## config.mk

```make
export PLATFORM = sky130hd
export DESIGN_NAME = fetch_sequencer
export DESIGN_NICKNAME = d
export VERILOG_FILES = /design/src/rtl/cpu_pkg.sv /design/src/rtl/fetch_pc_reg.sv /design/src/rtl/fetch_sequencer.sv
export SDC_FILE = /design/constraint.sdc
export NUM_CORES = 1
export LEC_CHECK = 0
export BUFFER_PORTS_ARGS = -buffer_cell sky130_fd_sc_hd__buf_2
export CORE_ASPECT_RATIO = 1.4
export CORE_MARGIN = 1
export CORE_UTILIZATION = 48
export CTS_BUF_LIST = sky130_fd_sc_hd__clkbuf_2
export CTS_CLUSTER_DIAMETER = 200
export DETAILED_ROUTE_END_ITERATION = 6
export PLACE_DENSITY = 0.89
export SLEW_MARGIN = 20
export SYNTH_ARGS = -nofsm -noshare
export SYNTH_HDL_FRONTEND = slang
export SYNTH_SLANG_ARGS = --single-unit
```

## constraint.sdc

```tcl
create_clock -name clk -period 2.4 [get_ports clk]
set_clock_uncertainty 0.2 [all_clocks]
set_input_delay 0.48 -clock clk [delete_from_list [all_inputs] [get_ports clk]]
set_output_delay 0.48 -clock clk [all_outputs]
set_load 0.1 [all_outputs]
```

## src/rtl/cpu_pkg.sv

```systemverilog
// Shared fetch-side definitions: instruction word width, default reset PC
// and the fetch sequencer state encoding.
package cpu_pkg;

   localparam int unsigned XLEN = 32;
   localparam logic [XLEN-1:0] RESET_PC_DEFAULT = 32'h0000_3000;

   typedef enum logic [2:0] {
      FS_IDLE = 3'd0,
      FS_REQ  = 3'd1,
      FS_WAIT = 3'd2,
      FS_DROP = 3'd3,
      FS_HOLD = 3'd4
   } fetch_state_e;

endpackage

```

## src/rtl/fetch_pc_reg.sv

```systemverilog
// Program counter register for the fetch sequencer.
// Ports:
//    clk        rising-edge clock
//    reset      synchronous active-low reset, loads RESET_PC
//    load_i     load load_pc_i (redirect), wins over inc_i
//    load_pc_i  redirect target; low two bits are masked off
//    inc_i      advance pc by 4 (wraps modulo 2^32)
//    pc_o       current pc, always word aligned
module fetch_pc_reg
   import cpu_pkg::*;
#(
   parameter logic [XLEN-1:0] RESET_PC = RESET_PC_DEFAULT
) (
   input  logic            clk,
   input  logic            reset,
   input  logic            load_i,
   input  logic [XLEN-1:0] load_pc_i,
   input  logic            inc_i,
   output logic [XLEN-1:0] pc_o
);

   localparam logic [XLEN-1:0] ALIGN_MASK = ~(XLEN'(3));

   logic [XLEN-1:0] pc_d;
   logic [XLEN-1:0] pc_q;

   always_comb begin
      pc_d = pc_q;
      if (load_i) begin
         pc_d = load_pc_i & ALIGN_MASK;
      end else if (inc_i) begin
         pc_d = pc_q + XLEN'(4);
      end
   end

   always_ff @(posedge clk) begin
      if (!reset) begin
         pc_q <= RESET_PC & ALIGN_MASK;
      end else begin
         pc_q <= pc_d;
      end
   end

   assign pc_o = pc_q;

endmodule

```

## src/rtl/fetch_sequencer.sv

```systemverilog
// Handshaked instruction-fetch controller: one outstanding imem request,
// fetched word + address presented to decode via valid/ready, redirects
// from execute accepted at any time with stale responses discarded.
// Ports:
//    clk, reset                      clock, synchronous active-low reset
//    redir_valid_i, redir_pc_i       branch/jump redirect from execute
//    imem_req_o, imem_addr_o         instruction memory request
//    imem_gnt_i                      request accepted this cycle
//    imem_rvalid_i, imem_rdata_i     memory response
//    instr_valid_o, instr_o,
//    instr_pc_o, instr_ready_i       decode handshake
//    addr_err_o                      pulse after a misaligned redirect
//    pc_o                            current fetch pc
//
// state | meaning
// IDLE  | post-reset, one cycle before the first request
// REQ   | imem_req_o high, waiting for grant
// WAIT  | granted, waiting for the response to keep
// DROP  | granted response pending but stale (redirected), discard it
// HOLD  | instruction presented to decode, waiting for ready
module fetch_sequencer
   import cpu_pkg::*;
#(
   parameter logic [XLEN-1:0] RESET_PC = RESET_PC_DEFAULT
) (
   input  logic            clk,
   input  logic            reset,
   input  logic            redir_valid_i,
   input  logic [XLEN-1:0] redir_pc_i,
   output logic            imem_req_o,
   output logic [XLEN-1:0] imem_addr_o,
   input  logic            imem_gnt_i,
   input  logic            imem_rvalid_i,
   input  logic [XLEN-1:0] imem_rdata_i,
   output logic            instr_valid_o,
   output logic [XLEN-1:0] instr_o,
   output logic [XLEN-1:0] instr_pc_o,
   input  logic            instr_ready_i,
   output logic            addr_err_o,
   output logic [XLEN-1:0] pc_o
);

   fetch_state_e    state_d, state_q;
   logic            imem_req_d, imem_req_q;
   logic            instr_valid_d, instr_valid_q;
   logic [XLEN-1:0] instr_d, instr_q;
   logic [XLEN-1:0] instr_pc_d, instr_pc_q;
   logic            addr_err_d, addr_err_q;
   logic            pc_load;
   logic            pc_inc;
   logic [XLEN-1:0] pc;

   fetch_pc_reg #(
      .RESET_PC (RESET_PC)
   ) u_pc_reg (
      .clk       (clk),
      .reset     (reset),
      .load_i    (pc_load),
      .load_pc_i (redir_pc_i),
      .inc_i     (pc_inc),
      .pc_o      (pc)
   );

   always_comb begin
      state_d    = state_q;
      instr_d    = instr_q;
      instr_pc_d = instr_pc_q;
      pc_load    = 1'b0;
      pc_inc     = 1'b0;

      // Redirect is honoured in every state except IDLE and always wins.
      if (redir_valid_i && (state_q != FS_IDLE)) begin
         pc_load = 1'b1;
      end

      case (state_q)
         FS_IDLE: state_d = FS_REQ;
         FS_REQ: begin
            if (imem_gnt_i) begin
               // A granted request to the old pc must still be drained.
               state_d = pc_load ? FS_DROP : FS_WAIT;
            end
         end
         FS_WAIT: begin
            if (pc_load) begin
               state_d = imem_rvalid_i ? FS_REQ : FS_DROP;
            end else if (imem_rvalid_i) begin
               state_d    = FS_HOLD;
               instr_d    = imem_rdata_i;
               instr_pc_d = pc;
               pc_inc     = 1'b1;
            end
         end
         FS_DROP: begin
            if (imem_rvalid_i) begin
               state_d = FS_REQ;
            end
         end
         FS_HOLD: begin
            if (pc_load || instr_ready_i) begin
               state_d = FS_REQ;
            end
         end
         default: state_d = FS_IDLE;
      endcase

      imem_req_d    = (state_d == FS_REQ);
      instr_valid_d = (state_d == FS_HOLD);
      addr_err_d    = pc_load && (redir_pc_i[1:0] != 2'b00);
   end

   always_ff @(posedge clk) begin
      if (!reset) begin
         state_q       <= FS_IDLE;
         imem_req_q    <= 1'b0;
         instr_valid_q <= 1'b0;
         instr_q       <= '0;
         instr_pc_q    <= '0;
         addr_err_q    <= 1'b0;
      end else begin
         state_q       <= state_d;
         imem_req_q    <= imem_req_d;
         instr_valid_q <= instr_valid_d;
         instr_q       <= instr_d;
         instr_pc_q    <= instr_pc_d;
         addr_err_q    <= addr_err_d;
      end
   end

   assign imem_req_o    = imem_req_q;
   assign instr_valid_o = instr_valid_q;
   assign instr_o       = instr_q;
   assign instr_pc_o    = instr_pc_q;
   assign addr_err_o    = addr_err_q;
   assign imem_addr_o   = pc;
   assign pc_o          = pc;

endmodule

```

Yosys cells after proc, flatten, opt, wreduce, memory -nomap -nowiden
Index checks and enable logic that the tools add are counted.
{"block": "word_totals", "reg_bits": 102, "latchBits": 0, "ramBits": 0, "romBits": 0, "inputBits": 70, "output_inout_bits": 131, "word_cells": 40, "mem_count": 0}
{"block": "op_classes", "n_addsub": 1, "mul": 0, "div": 0, "magnitude_cmp": 0, "eq_ne": 6, "shifts": 0, "muxes": 14, "bitwise": 2, "reduce_logical": 9}
{"op": "32-bit two-way mux", "count": 2}
{"op": "32-bit by 3-bit adder with 32-bit output, second input constant", "count": 1}
{"op": "3-bit two-way mux", "count": 5}
{"op": "3-bit case mux with 5 select lines", "count": 1}
{"op": "3-bit by 1-bit equality test with 1-bit output, second input constant", "count": 2}
{"op": "3-bit by 2-bit equality test with 1-bit output, second input constant", "count": 2}
{"op": "3-bit equality test, second input constant", "count": 2}
{"op": "1-bit two-way mux", "count": 5}
{"op": "2-bit nonzero test", "count": 2}
{"op": "3-bit zero test", "count": 1}
{"op": "3-bit AND reduction", "count": 1}
{"op": "3-bit nonzero test", "count": 1}
{"op": "1-bit logical AND", "count": 2}
{"op": "2-bit two-way mux", "count": 1}
{"op": "1-bit NOT", "count": 2}
{"op": "2-bit OR reduction", "count": 1}
{"op": "1-bit logical OR", "count": 1}

Depth between registers and ports, before layout
{"block": "depth", "word_depth": 7, "ltp_mapped": 7, "depth_no_buf": 6}

Hierarchy
From an unflattened synthesis, not the netlist that was laid out.
{"block": "unflattened", "cells_unflattened": 581, "area_unflattened_um2": 4753.3}
{"module": "fetch_sequencer", "instances": 1, "cells_each": 355, "area_per_inst_um2": 2962.8, "seq_area_each_um2": 1401.3}
{"module": "fetch_pc_reg", "instances": 1, "cells_each": 226, "area_per_inst_um2": 1790.5, "seq_area_each_um2": 600.6}

Worst setup path before layout
Ideal clock, no wire load.
{"block": "synth_path", "path_kind": "register to register", "start": "reg u_pc_reg.pc_q[6] (netlist: u_pc_reg.pc_o[6])", "end": "reg u_pc_reg.pc_q[31] (netlist: u_pc_reg.pc_o[31])", "setup_ns": 0.075, "t_arrival_ns": 2.608, "required_time_ns": 2.125, "setup_slack_ns": -0.483, "stages_incl_launch_ff": 6, "path_buffers": 0, "period_less_slack_ns": 2.883, "path_cell_list": "dfxtp_1 nand4_2 nor4_4 nand4_4 or3_1 a31oi_1"}
{"block": "synth_via", "elab_chain_len": 3}
{"element": "start, declared", "line_no": "fetch_pc_reg.sv:25", "rtl": "logic [XLEN-1:0] pc_q;"}
{"element": "start signal, assigned", "line_no": "fetch_pc_reg.sv:38", "rtl": "pc_q <= RESET_PC & ALIGN_MASK;"}
{"element": "start signal, assigned", "line_no": "fetch_pc_reg.sv:40", "rtl": "pc_q <= pc_d;"}
{"element": "32-bit by 3-bit adder with 32-bit output", "line_no": "fetch_pc_reg.sv:32", "rtl": "pc_d = pc_q + XLEN'(4);"}
{"element": "32-bit two-way mux", "line_no": "fetch_pc_reg.sv:31", "rtl": "end else if (inc_i) begin"}
{"element": "32-bit two-way mux", "line_no": "fetch_pc_reg.sv:29", "rtl": "if (load_i) begin"}
Every way passes these cells. The select of a mux whose other input is x is not followed.
A chain may end at the register's enable or synchronous reset.

Final worst setup path
{"block": "layout_path", "start": "in imem_rvalid_i", "end": "reg u_pc_reg.pc_q[31] (netlist: u_pc_reg.pc_o[31])"}
{"block": "layout_via", "elab_chain_len": 4}
{"element": "start, declared", "line_no": "fetch_sequencer.sv:33", "rtl": "input logic imem_rvalid_i,"}
{"element": "1-bit two-way mux", "line_no": "fetch_sequencer.sv:87", "rtl": "end else if (imem_rvalid_i) begin"}
{"element": "1-bit two-way mux", "line_no": "fetch_sequencer.sv:85", "rtl": "if (pc_load) begin"}
{"element": "1-bit two-way mux", "line_no": "fetch_sequencer.sv:76", "rtl": "case (state_q)"}
{"element": "2-bit nonzero test (no source line)"}
Every way passes these cells.

==> key figures <==
Die
  • Die width: 81.5 µm
  • Row count: 40
  • I/O Pins: approximately 200
  • Core area: between 8000 and 9000 µm²
  • Die H: ~110 µm
  • Initial cell density of the core: around 49%
  • Die Area: 9230 µm²

Cells and area
  • Area grow syn2layout: 39.1%
  • Layout cells sized above 1: 34.4%
  • Commonest cells after routing, fill and taps aside: buf_2 (194), nand2_1 (136), a21oi_1 (78), dfxtp_1 (78), dlygate4sd3_1 (65)
  • Layout fillers: around 650
  • Most common cell after layout, fill and taps aside: buf_2
  • Non-Filler Cell Area, Final: slightly below 6000 µm²
  • Net count, final: 822
  • Ant. Diodes: 0
  • Post-route insts no fill: around 860

Hold path
  • Hold path startpoint: redir_pc_i[31]
  • Worst Hold Path EP: u_pc_reg.pc_o[31]
  • Type of the worst min-delay path: primary input to flop
  • Worst Hold Depth: 3

Setup path
  • Reg2reg path depth: 5
  • R2r startpoint: u_pc_reg.pc_o[6]
  • WP data arrival: roughly 2.6 ns
  • Worst setup SP type: primary input
  • Max stage delay on crit path: about 0.52 ns
  • Critical path class: primary input to flop
  • CP Cell Sequence: dlygate4sd3_1 -> buf_2 -> nand4bb_1 -> nor4_4 -> nand4_4 -> or3_1 -> a31oi_1
  • Largest delay share family, worst path: simple AND/OR/NAND/NOR gates
  • Critical path's slowest cell: dlygate4sd3_1
  • Crit-path max FO: 5
  • WP buf/inv: 2
  • R2R setup slack: 0.21 ns
  • Setup crit end kind: flop
  • Reg-to-reg endpoint: u_pc_reg.pc_o[31]
  • Worst Path Required: between 2 and 3 ns

Route
  • Starting DRT DRC Count: 241
  • Via-to-Cell Ratio: approximately 5.3
  • Vias: roughly 4,500
  • Total wire length: roughly 13,000 µm
  • Routed WL per cell: 15.2 µm
  • Antenna-violating nets left: 0
  • DR pass1 iterations: 6
  • Remaining DRCs: 0

Synth
  • Yosys Warn Count: 0
  • Yosys top cell by area: dfxtp_1
  • Post-synthesis area per instance: 8.08 µm²
  • Sequential-to-total area share from yosys stat: between 40% and 50%
  • Distinct cells, synth: 40
  • Top-area cell type share of the netlist area: roughly 46%
  • Top post-synthesis cells by area: dfxtp_1 (46%), nand2_1 (12%), a21oi_1 (9.2%)
  • Synthesized area: 4250 µm²
  • Cells after Synth: 526
  • FF+latch count, synth: just under 100

Global routing
  • Largest net degree at the start of global routing: 49
  • Met2 Use GR: 52.0%
  • GR Util All Layers: between 20% and 30%
  • Met1 usage: around 29%
  • Number of global-route vias before repair: 4,196
  • Gr ovfl total: 0
  • Antenna violations before repair: 0
  • Busiest layer in global routing: met2
  • First-pass GRT wire length: between 15,000 and 20,000 µm
  • GR Util met3: 5.56%

Timing
  • Worst hold slack: 0.0770 ns
  • Slew HR: between 60% and 70%
  • Setup WS post-layout: 0.0966 ns
  • Worst Tran Pin Value: 0.527 ns
  • Fin. max-slew vios: 0
  • Fin. Hold Viols: 0
  • Final period utilization: roughly 96%
  • Final setup viols: 0
  • Unrepaired setup endpoints after global routing: no
  • Tmin final: roughly 2.3 ns
  • FMAX: roughly 430 MHz

CTS
  • Worst-path clk slew: approximately 0.24 ns
  • Clock latency on the worst-skew pair: 0.54 ns
  • Clk sinks: between 90 and 100
  • Root buffer cell: clkbuf_2
  • Max clock buf depth: 2
  • Maximum level of the CTS H-tree: 3
  • CTS buffer count: 9
  • CTS tree: built
  • Post-CTS setup buffer count: 0

Placement
  • # port buffers: approximately 190
  • Placer Congestion: roughly 0.73
  • DP Area: roughly 5200 µm²
  • Inst Count DP: between 700 and 800
  • Pre-CTS setup slack: 0.0359 ns
  • Post-DP HPWL: roughly 8200 µm

Pwr
  • Static Leak: about 2.6 nW
  • Max VDD drop: a little over 0.5 mV
  • Pwr Density: 626 nW/µm²

Run status
  • Status: complete, no violations

Run
  • Max Cap Viol: 0
metal layers:
layer,up-vias,wire length [µm]
met5,-,0
met2,225,6920
met1,2102,4880
li1,2176,-
met3,24,967
met4,0,295
flip-flops by register name, summed over array words and instances, names as in the netlist:
signal,cells
addr_err_o,1
imem_req_o,1
instr_o,32
instr_pc_o,30
instr_valid_o,1
state_q,3
u_pc_reg.pc_o,30
synthesized netlist by cell type, drive strengths merged:
cell type	count
clkbuf	28
xor2	21
a311oi	1
mux2	1
o22a	1
nor3b	1
nand3	11
o31ai	2
nand4bb	1
a31oi	4
or2	2
inv	2
nor3	7
nor4	4
buf	41
and4	4
nand4	9
nand2b	2
dfxtp	98
nor2	20
nand2	137
o31a	1
o21ai	20
conb	1
nor2b	1
xnor2	5
and3	2
and2	3
a21oi	78
a2111oi	1
ha	1
or3	4
clkinv	1
a211oi	11
area by class of cell:
class	instances	area (µm²)	share of cell area [%]
Inverter	3	11.3	0.191
Clock buffer	10	50.0	0.847
Multi-Input combinational cell	361	1900	32.2
Clock inverter	6	41.3	0.699
Sequential cell	98	2000	33.8
Tap cell	105	131	2.22
Timing Repair Buffer	278	1780	30.1
cell families (layout without fill, tap and decap cells):
kind of cell    Yosys count  count (layout)  share of synthesized area [%]
simple gates            208             208                           22.4
compound gates          119             119                           15.3
flops                    98              98                           46.2
buf+inv                  72             297                           10.1
xor+xnor                 26              26                           5.36
fa+ha+maj                 1               1                          0.295
other cells               1               6                         0.0883
mux                       1               1                          0.265
tightest hold or removal path, stage by stage:
cell and delay (ns):
buf_2 0.07, o21ai_0 0.09, a31oi_1 0.14
stage by stage:
step                total power (W)  TNS (ns)  util [%]
detailed placement          0.00294         0      60.0
global placement            0.00293         0      60.0
global route                0.00385         0      68.6
floorplan                   0.00278   -0.0146         -
finish                      0.00370         0      68.6
CTS                         0.00372         0      68.5
what timing repair did:
action | 4_1_cts | 5_1_grt
gates resized for setup | 0 | 0
hold endpoints to repair | 64 | 1
hold buffers | 64 | 1
setup endpoints to repair | 0 | 2
worst max-delay path by stage:
stage | endpoint | startpoint | cells past startpoint | slack [ns]
finish | u_pc_reg.pc_o[31] | imem_rvalid_i | 7 | 0.1
global route | imem_addr_o[18] | u_pc_reg.pc_o[18] | 1 | 0.02
CTS | imem_addr_o[31] | u_pc_reg.pc_o[31] | 1 | 0.09
detailed placement | u_pc_reg.pc_o[21] | imem_rvalid_i | 7 | 0.04
global placement | u_pc_reg.pc_o[21] | imem_rvalid_i | 7 | 0.08
floorplan | u_pc_reg.pc_o[31] | u_pc_reg.pc_o[9] | 5 | -0.01
report_power, final:
group / switching (W) / internal [W]
sequential: 0.0000854 / 0.00170
clock: 0.000548 / 0.000144
combinational: 0.000972 / 0.000253
total: 0.00161 / 0.00209
(Power assumes the default switching activity.)
